$ cat config.mk
export PLATFORM = sky130hd
export DESIGN_NAME = layer_sequencer_flat
export DESIGN_NICKNAME = d
export VERILOG_FILES = /design/src/rtl/nn_pkg.sv /design/src/rtl/layer_sequencer_if.sv /design/src/rtl/layer_watchdog.sv /design/src/rtl/layer_sequencer.sv /design/src/flat_wrapper.sv
export SDC_FILE = /design/constraint.sdc
export NUM_CORES = 1
export LEC_CHECK = 0
export BUFFER_PORTS_ARGS = -buffer_cell sky130_fd_sc_hd__buf_2
export CAP_MARGIN = 20
export CORE_MARGIN = 5
export CORE_UTILIZATION = 30
export CTS_BUF_LIST = sky130_fd_sc_hd__clkbuf_8 sky130_fd_sc_hd__clkbuf_16
export DETAILED_ROUTE_END_ITERATION = 8
export PLACE_DENSITY = 0.47
export SETUP_SLACK_MARGIN = 0.1
export SYNTH_ARGS = -nofsm -noshare
export SYNTH_HDL_FRONTEND = slang
export SYNTH_SLANG_ARGS = --single-unit
$ cat constraint.sdc
create_clock -name clock -period 2.9 [get_ports clock]
set_clock_uncertainty 0.05 [all_clocks]
set_input_delay 0.435 -clock clock [delete_from_list [all_inputs] [get_ports clock]]
set_output_delay 0.435 -clock clock [all_outputs]
set_load 0.05 [all_outputs]
$ cat src/rtl/nn_pkg.sv
// nn_pkg: shared types and helpers for the dense-layer pipeline control.
package nn_pkg;
  typedef enum logic [1:0] {
    ACT_NONE,
    ACT_RELU,
    ACT_SIGMOID,
    ACT_TANH
  } activation_type;
  typedef enum logic [2:0] {
    ST_IDLE,
    ST_START,
    ST_WAIT,
    ST_CAPTURE,
    ST_OUTPUT,
    ST_ERROR
  } seq_state_e;
  function automatic int idx_width(input int n);
    return (n > 1) ? $clog2(n) : 1;
  endfunction
endpackage

$ cat src/rtl/layer_sequencer_if.sv
// layer_sequencer_if: host handshake, layer control strobes and status of the sequencer.
interface layer_sequencer_if import nn_pkg::*; #(
  parameter int NUM_LAYERS  = 3,
  parameter int COUNT_WIDTH = 16
) ();
  localparam int IW = idx_width(NUM_LAYERS);
  logic                   in_valid;
  logic                   in_ready;
  logic [NUM_LAYERS-1:0]  layer_start;
  logic [NUM_LAYERS-1:0]  layer_done;
  logic [NUM_LAYERS-1:0]  capture_en;
  logic                   out_valid;
  logic                   out_ready;
  logic                   busy;
  logic                   error;
  logic [IW-1:0]          current_layer;
  logic [COUNT_WIDTH-1:0] latency;
  modport master (
    input  in_valid, layer_done, out_ready,
    output in_ready, layer_start, capture_en, out_valid, busy, error, current_layer, latency
  );
  modport slave (
    output in_valid, layer_done, out_ready,
    input  in_ready, layer_start, capture_en, out_valid, busy, error, current_layer, latency
  );
endinterface

$ cat src/rtl/layer_watchdog.sv
// layer_watchdog: arms on a low layer_done so a stale level cannot complete a layer,
// and flags a timeout when the current layer runs too long.
module layer_watchdog import nn_pkg::*; #(
  parameter int TIMEOUT_CYCLES = 4096
) (
  input  logic clock,
  input  logic reset,
  input  logic start_i,
  input  logic wait_i,
  input  logic done_i,
  output logic complete_o,
  output logic timeout_o
);
  localparam int CW = idx_width(TIMEOUT_CYCLES);
  localparam logic [CW-1:0] LIMIT = CW'(TIMEOUT_CYCLES - 1);
  logic          armed_q, armed_d;
  logic [CW-1:0] cnt_q, cnt_d;
  // START drops any previous arming but still samples done, so a layer that
  // falls during START and rises in the first WAIT cycle completes in 3 cycles.
  always_comb begin
    armed_d = start_i ? !done_i : (armed_q | (wait_i & !done_i));
    cnt_d   = start_i ? '0 : wait_i ? cnt_q + CW'(1) : cnt_q;
  end
  always_ff @(posedge clock) begin
    if (reset) begin
      armed_q <= 1'b0;
      cnt_q   <= '0;
    end else begin
      armed_q <= armed_d;
      cnt_q   <= cnt_d;
    end
  end
  assign complete_o = wait_i & armed_q & done_i;
  assign timeout_o  = wait_i & (cnt_q == LIMIT);
endmodule

$ cat src/rtl/layer_sequencer.sv
// layer_sequencer: runs NUM_LAYERS dense layers in turn per input vector, with
// per-layer timeout and a saturating bring-up latency counter.
module layer_sequencer import nn_pkg::*; #(
  parameter int NUM_LAYERS     = 3,
  parameter int TIMEOUT_CYCLES = 4096,
  parameter int COUNT_WIDTH    = 16
) (
  input logic clock,
  input logic reset,
  layer_sequencer_if.master bus
);
  localparam int IW = idx_width(NUM_LAYERS);
  localparam logic [IW-1:0] LAST = IW'(NUM_LAYERS - 1);
  seq_state_e             state_q, state_d;
  logic [IW-1:0]          layer_q, layer_d;
  logic [COUNT_WIDTH-1:0] run_q, run_d, lat_q, lat_d;
  logic [NUM_LAYERS-1:0]  onehot;
  logic                   done_sel, complete, timeout, run_step;
  assign onehot   = NUM_LAYERS'(1) << layer_q;
  assign done_sel = bus.layer_done[layer_q];
  assign run_step = state_q inside {ST_START, ST_WAIT, ST_CAPTURE};
  layer_watchdog #(.TIMEOUT_CYCLES(TIMEOUT_CYCLES)) u_watchdog (
    .clock      (clock),
    .reset      (reset),
    .start_i    (state_q == ST_START),
    .wait_i     (state_q == ST_WAIT),
    .done_i     (done_sel),
    .complete_o (complete),
    .timeout_o  (timeout)
  );
  always_comb begin
    state_d = state_q;
    layer_d = layer_q;
    run_d   = run_step ? ((&run_q) ? run_q : run_q + COUNT_WIDTH'(1)) : run_q;
    lat_d   = lat_q;
    case (state_q)
      ST_IDLE: begin
        if (bus.in_valid) begin
          state_d = ST_START;
          layer_d = '0;
          run_d   = '0;
        end
      end
      ST_START: state_d = ST_WAIT;
      ST_WAIT: state_d = complete ? ST_CAPTURE : timeout ? ST_ERROR : ST_WAIT;
      ST_CAPTURE: begin
        if (layer_q == LAST) begin
          state_d = ST_OUTPUT;
          lat_d   = run_d;
        end else begin
          state_d = ST_START;
          layer_d = layer_q + IW'(1);
        end
      end
      ST_OUTPUT: state_d = bus.out_ready ? ST_IDLE : ST_OUTPUT;
      default: state_d = state_q;
    endcase
  end
  always_ff @(posedge clock) begin
    if (reset) begin
      state_q <= ST_IDLE;
      layer_q <= '0;
      run_q   <= '0;
      lat_q   <= '0;
    end else begin
      state_q <= state_d;
      layer_q <= layer_d;
      run_q   <= run_d;
      lat_q   <= lat_d;
    end
  end
  // Strobes are masked while reset is high so an abort never leaks a pulse.
  assign bus.layer_start   = (state_q == ST_START && !reset) ? onehot : '0;
  assign bus.capture_en    = (state_q == ST_CAPTURE && !reset) ? onehot : '0;
  assign bus.out_valid     = (state_q == ST_OUTPUT) && !reset;
  assign bus.in_ready      = (state_q == ST_IDLE);
  assign bus.busy          = !(state_q inside {ST_IDLE, ST_ERROR});
  assign bus.error         = (state_q == ST_ERROR);
  assign bus.current_layer = layer_q;
  assign bus.latency       = lat_q;
endmodule

$ cat src/flat_wrapper.sv
// flat-port wrapper written by rule: the top's interface ports become plain ports
module layer_sequencer_flat import nn_pkg::*;
#(
  parameter int NUM_LAYERS     = 3,
  parameter int TIMEOUT_CYCLES = 4096,
  parameter int COUNT_WIDTH    = 16
)
  (clock, reset, bus_in_valid, bus_layer_done, bus_out_ready, bus_in_ready, bus_layer_start, bus_capture_en, bus_out_valid, bus_busy, bus_error, bus_current_layer, bus_latency);
  layer_sequencer_if #(.NUM_LAYERS(NUM_LAYERS), .COUNT_WIDTH(COUNT_WIDTH)) bus_i ();
  input logic clock;
  input logic reset;
  input wire logic [$bits(bus_i.in_valid)-1:0] bus_in_valid;
  input wire logic [$bits(bus_i.layer_done)-1:0] bus_layer_done;
  input wire logic [$bits(bus_i.out_ready)-1:0] bus_out_ready;
  output wire logic [$bits(bus_i.in_ready)-1:0] bus_in_ready;
  output wire logic [$bits(bus_i.layer_start)-1:0] bus_layer_start;
  output wire logic [$bits(bus_i.capture_en)-1:0] bus_capture_en;
  output wire logic [$bits(bus_i.out_valid)-1:0] bus_out_valid;
  output wire logic [$bits(bus_i.busy)-1:0] bus_busy;
  output wire logic [$bits(bus_i.error)-1:0] bus_error;
  output wire logic [$bits(bus_i.current_layer)-1:0] bus_current_layer;
  output wire logic [$bits(bus_i.latency)-1:0] bus_latency;
  assign bus_i.in_valid = bus_in_valid;
  assign bus_i.layer_done = bus_layer_done;
  assign bus_i.out_ready = bus_out_ready;
  assign bus_in_ready = bus_i.in_ready;
  assign bus_layer_start = bus_i.layer_start;
  assign bus_capture_en = bus_i.capture_en;
  assign bus_out_valid = bus_i.out_valid;
  assign bus_busy = bus_i.busy;
  assign bus_error = bus_i.error;
  assign bus_current_layer = bus_i.current_layer;
  assign bus_latency = bus_i.latency;
  layer_sequencer #(.NUM_LAYERS(NUM_LAYERS), .TIMEOUT_CYCLES(TIMEOUT_CYCLES), .COUNT_WIDTH(COUNT_WIDTH)) u_core (.clock(clock), .reset(reset), .bus(bus_i));
endmodule
==> results.toml <==
[status]
status = "complete, no violations"

[finish]
drive_above_1_share = 0.1772
final_core_util = 0.3547
antenna_cells = 0
area_growth_pct = 14.39
nets = 327
instances_no_fill = 418
final_area_sq_um = 2755

[floorplanning]
core_area_sq_um = 7767
io_pins = 35
dieHeight_um = 99.60
start_util = 0.3101
rows = 32
dieArea_sq_um = 9920
die_x_um = 99.60

[synth]
synth_edf_count = 0
synth_cell_types = 48
synthXorXnorAreaFrac = 0.07273
syn_inst = 285
ys_seq_area_frac = 0.4156
synthesis.area_sq_um = 2409
syn_nets = 297
synth-adder-area-share = 0.02597
ys.flop_type = "dfxtp_1"
synth-seq-cells = 50
yosys_warnings = 0
synth_top_family_by_area = "simple AND/OR/NAND/NOR gates"
synth_compound_area_frac = 0.1397
synthSimpleGateAreaFrac = 0.2800
synth_async_sr_flop_share = 0
synthMuxAreaShare = 0.03377
syn_avg_cell_area_sq_um = 8.451

[timing]
fin_crit_ns = 2.495
maxSlewHeadroom = 0.5497
finalSetupViolCount = 0
worst_slew_pin_slew_ns = 0.6709
holdWs_ns = 0.4330
clock.fmax_mhz = 400.9
fin_crit_sh = 0.8602
rsz0062_at_grt = "no"
hold_violations = 0
slew_violations = 0
fin_setup_tns_ns = 0

[critical_path]
cp_data_arrival_time_ns = 2.01
start_kind = "flop"
end_kind = "primary output"
required_ns = 2.41
path_max_fanout = 20
critical_path_class = "flop to primary output"

[detailed_routing]
firstDrtPassIters = 5
wirelength_um = 5475
via_per_inst = 4.840
antenna_left = 0
num_vias = 2023
wl_per_cell_um = 13.10
drc = 0
drtIter0Drc = 68

[cts]
root_buffer = "clkbuf_8"
cts_tree = "done"
clk_pin_slew_worst_paths_ns = 0.09
cts.sinks = 50
htreeDepth = 2
cts_buffer_depth = 2
cts_buffers = 5
insertion_delay_ns = 0.30
hold_buffers = 0

[placed_design]
dpl_cell_area_sq_um = 2668
port_buffers = 34
dp_hpwl_um = 3946
post-place-cells = 410
routabilityCongestion = 0.7898

[global_route]
grt_pass1_vias = 1855
grt_max_degree = 26
track_usage = 0.1140
grt_pass1_wl_um = 9252
antenna_found_initial = 0
grt-ovfl-total = 0

[run]
max-cap-violations = 0

[pwr]
powerDensity_nw_per_um2 = 537.9
peakVddDrop_mv = 0.3214
leakagePower_nw = 1.037

[worst_hold_path]
hp-class = "flop to flop"
## cells in the mapped netlist, types with 3 or more instances
master / n / area share
inv_1: 7 / 0.011
and4_1: 3 / 0.011
nor3_1: 8 / 0.017
mux2i_1: 7 / 0.029
nor2_1: 54 / 0.084
buf_2: 5 / 0.010
and3_1: 6 / 0.016
o21ai_0: 8 / 0.017
and2_1: 3 / 0.0078
a211oi_1: 10 / 0.031
nor4_1: 4 / 0.010
nand3_1: 12 / 0.025
xnor2_1: 10 / 0.036
nand4_1: 5 / 0.013
ha_1: 5 / 0.026
clkbuf_1: 5 / 0.0078
dfxtp_1: 50 / 0.42
a21oi_1: 11 / 0.023
nand2_1: 22 / 0.034
xor2_1: 10 / 0.036
## path summary, 6_finish.rpt
path / startpoint / end / slack (ns) / cells past startpoint
worst max-delay path: u_core.state_q[0] / bus_layer_start[1] / 0.41 / 4
worst min-delay path: u_core.u_watchdog.armed_q / u_core.u_watchdog.armed_q / 0.43 / 2
worst max register to register: u_core.state_q[0] / u_core.bus.latency[11] / 0.65 / 5
worst min register to register: u_core.u_watchdog.armed_q / u_core.u_watchdog.armed_q / 0.43 / 2
## metrics by stage
step           total power, mW  worst slack, ns
2_1_floorplan            1.025           0.1122
3_3_place_gp             1.096           0.5537
3_5_place_dp             1.096           0.5495
4_1_cts                  1.498           0.1821
5_1_grt                  1.567           0.2435
6_report                 1.482           0.4054
## layout by cell type (no fill, tap or decap), drive strengths merged, types with 3 or more instances in the layout
| cell type | n |
|---|---|
| dfxtp | 50 |
| inv | 8 |
| nand3 | 12 |
| buf | 35 |
| nand4 | 7 |
| nor2 | 55 |
| a21oi | 11 |
| mux2i | 7 |
| a211oi | 11 |
| ha | 5 |
| nor4 | 4 |
| xor2 | 10 |
| and2 | 4 |
| nand2 | 22 |
| nor3 | 8 |
| and4 | 3 |
| clkbuf | 5 |
| and3 | 6 |
| xnor2 | 10 |
| o21ai | 9 |
## layout make-up
class | instances | area [sq um]
multi-input cells | 216 | 1335
fillers | 856 | 5012
inverters | 7 | 26.28
clock buffers | 5 | 68.82
clock inverters | 3 | 17.52
repair buffers | 35 | 177.7
well taps | 102 | 127.6
flip-flops and latches | 50 | 1002
## where the power goes
group	switching, mW	internal, mW	leakage [nW]
combinational	0.206	0.103	0.584
sequential	0.0590	0.710	0.404
clock	0.237	0.167	0.0493
total	0.501	0.980	1.04
## timing repair
action                                 4_1_cts  5_1_grt
setup endpoints to repair                    0        2
setup buffers                                0        0
gates resized for setup                      0        1
endpoints found under the hold margin        0        0
## worst max-delay path, cell delays in order, from the launching register on
cell and delay (ns):
dfxtp_1 0.72, nand2_1 0.26, nor3_1 0.28, and2_1 0.18, buf_2 0.26
## cell families (layout without fill, tap and decap cells)
logic type	Yosys count	count (layout)
buffers and inverters	19	50
adders and majority gates	5	5
muxes	8	8
AOI/OAI and AO/OA	47	47
xor gates and xnor gates	20	20
DFF	50	50
and+or+nand+nor	136	136
## metal layers
layer,up-vias,global-route usage,share of wire
met5,-,0,0
li1,1063,-,-
met2,40,0.1575,0.40
met1,913,0.1699,0.54
met3,7,0.03015,0.049
met4,0,0.03676,0.012
## state kept, by name, summed over array words and instances (netlist names)
register	cells
u_core.bus.latency	16
u_core.run_q	16
u_core.u_watchdog.cnt_q	12
u_core.state_q	3
u_core.bus.current_layer	2
u_core.u_watchdog.armed_q	1
No activity file was read; power rests on OpenSTA's default activity.
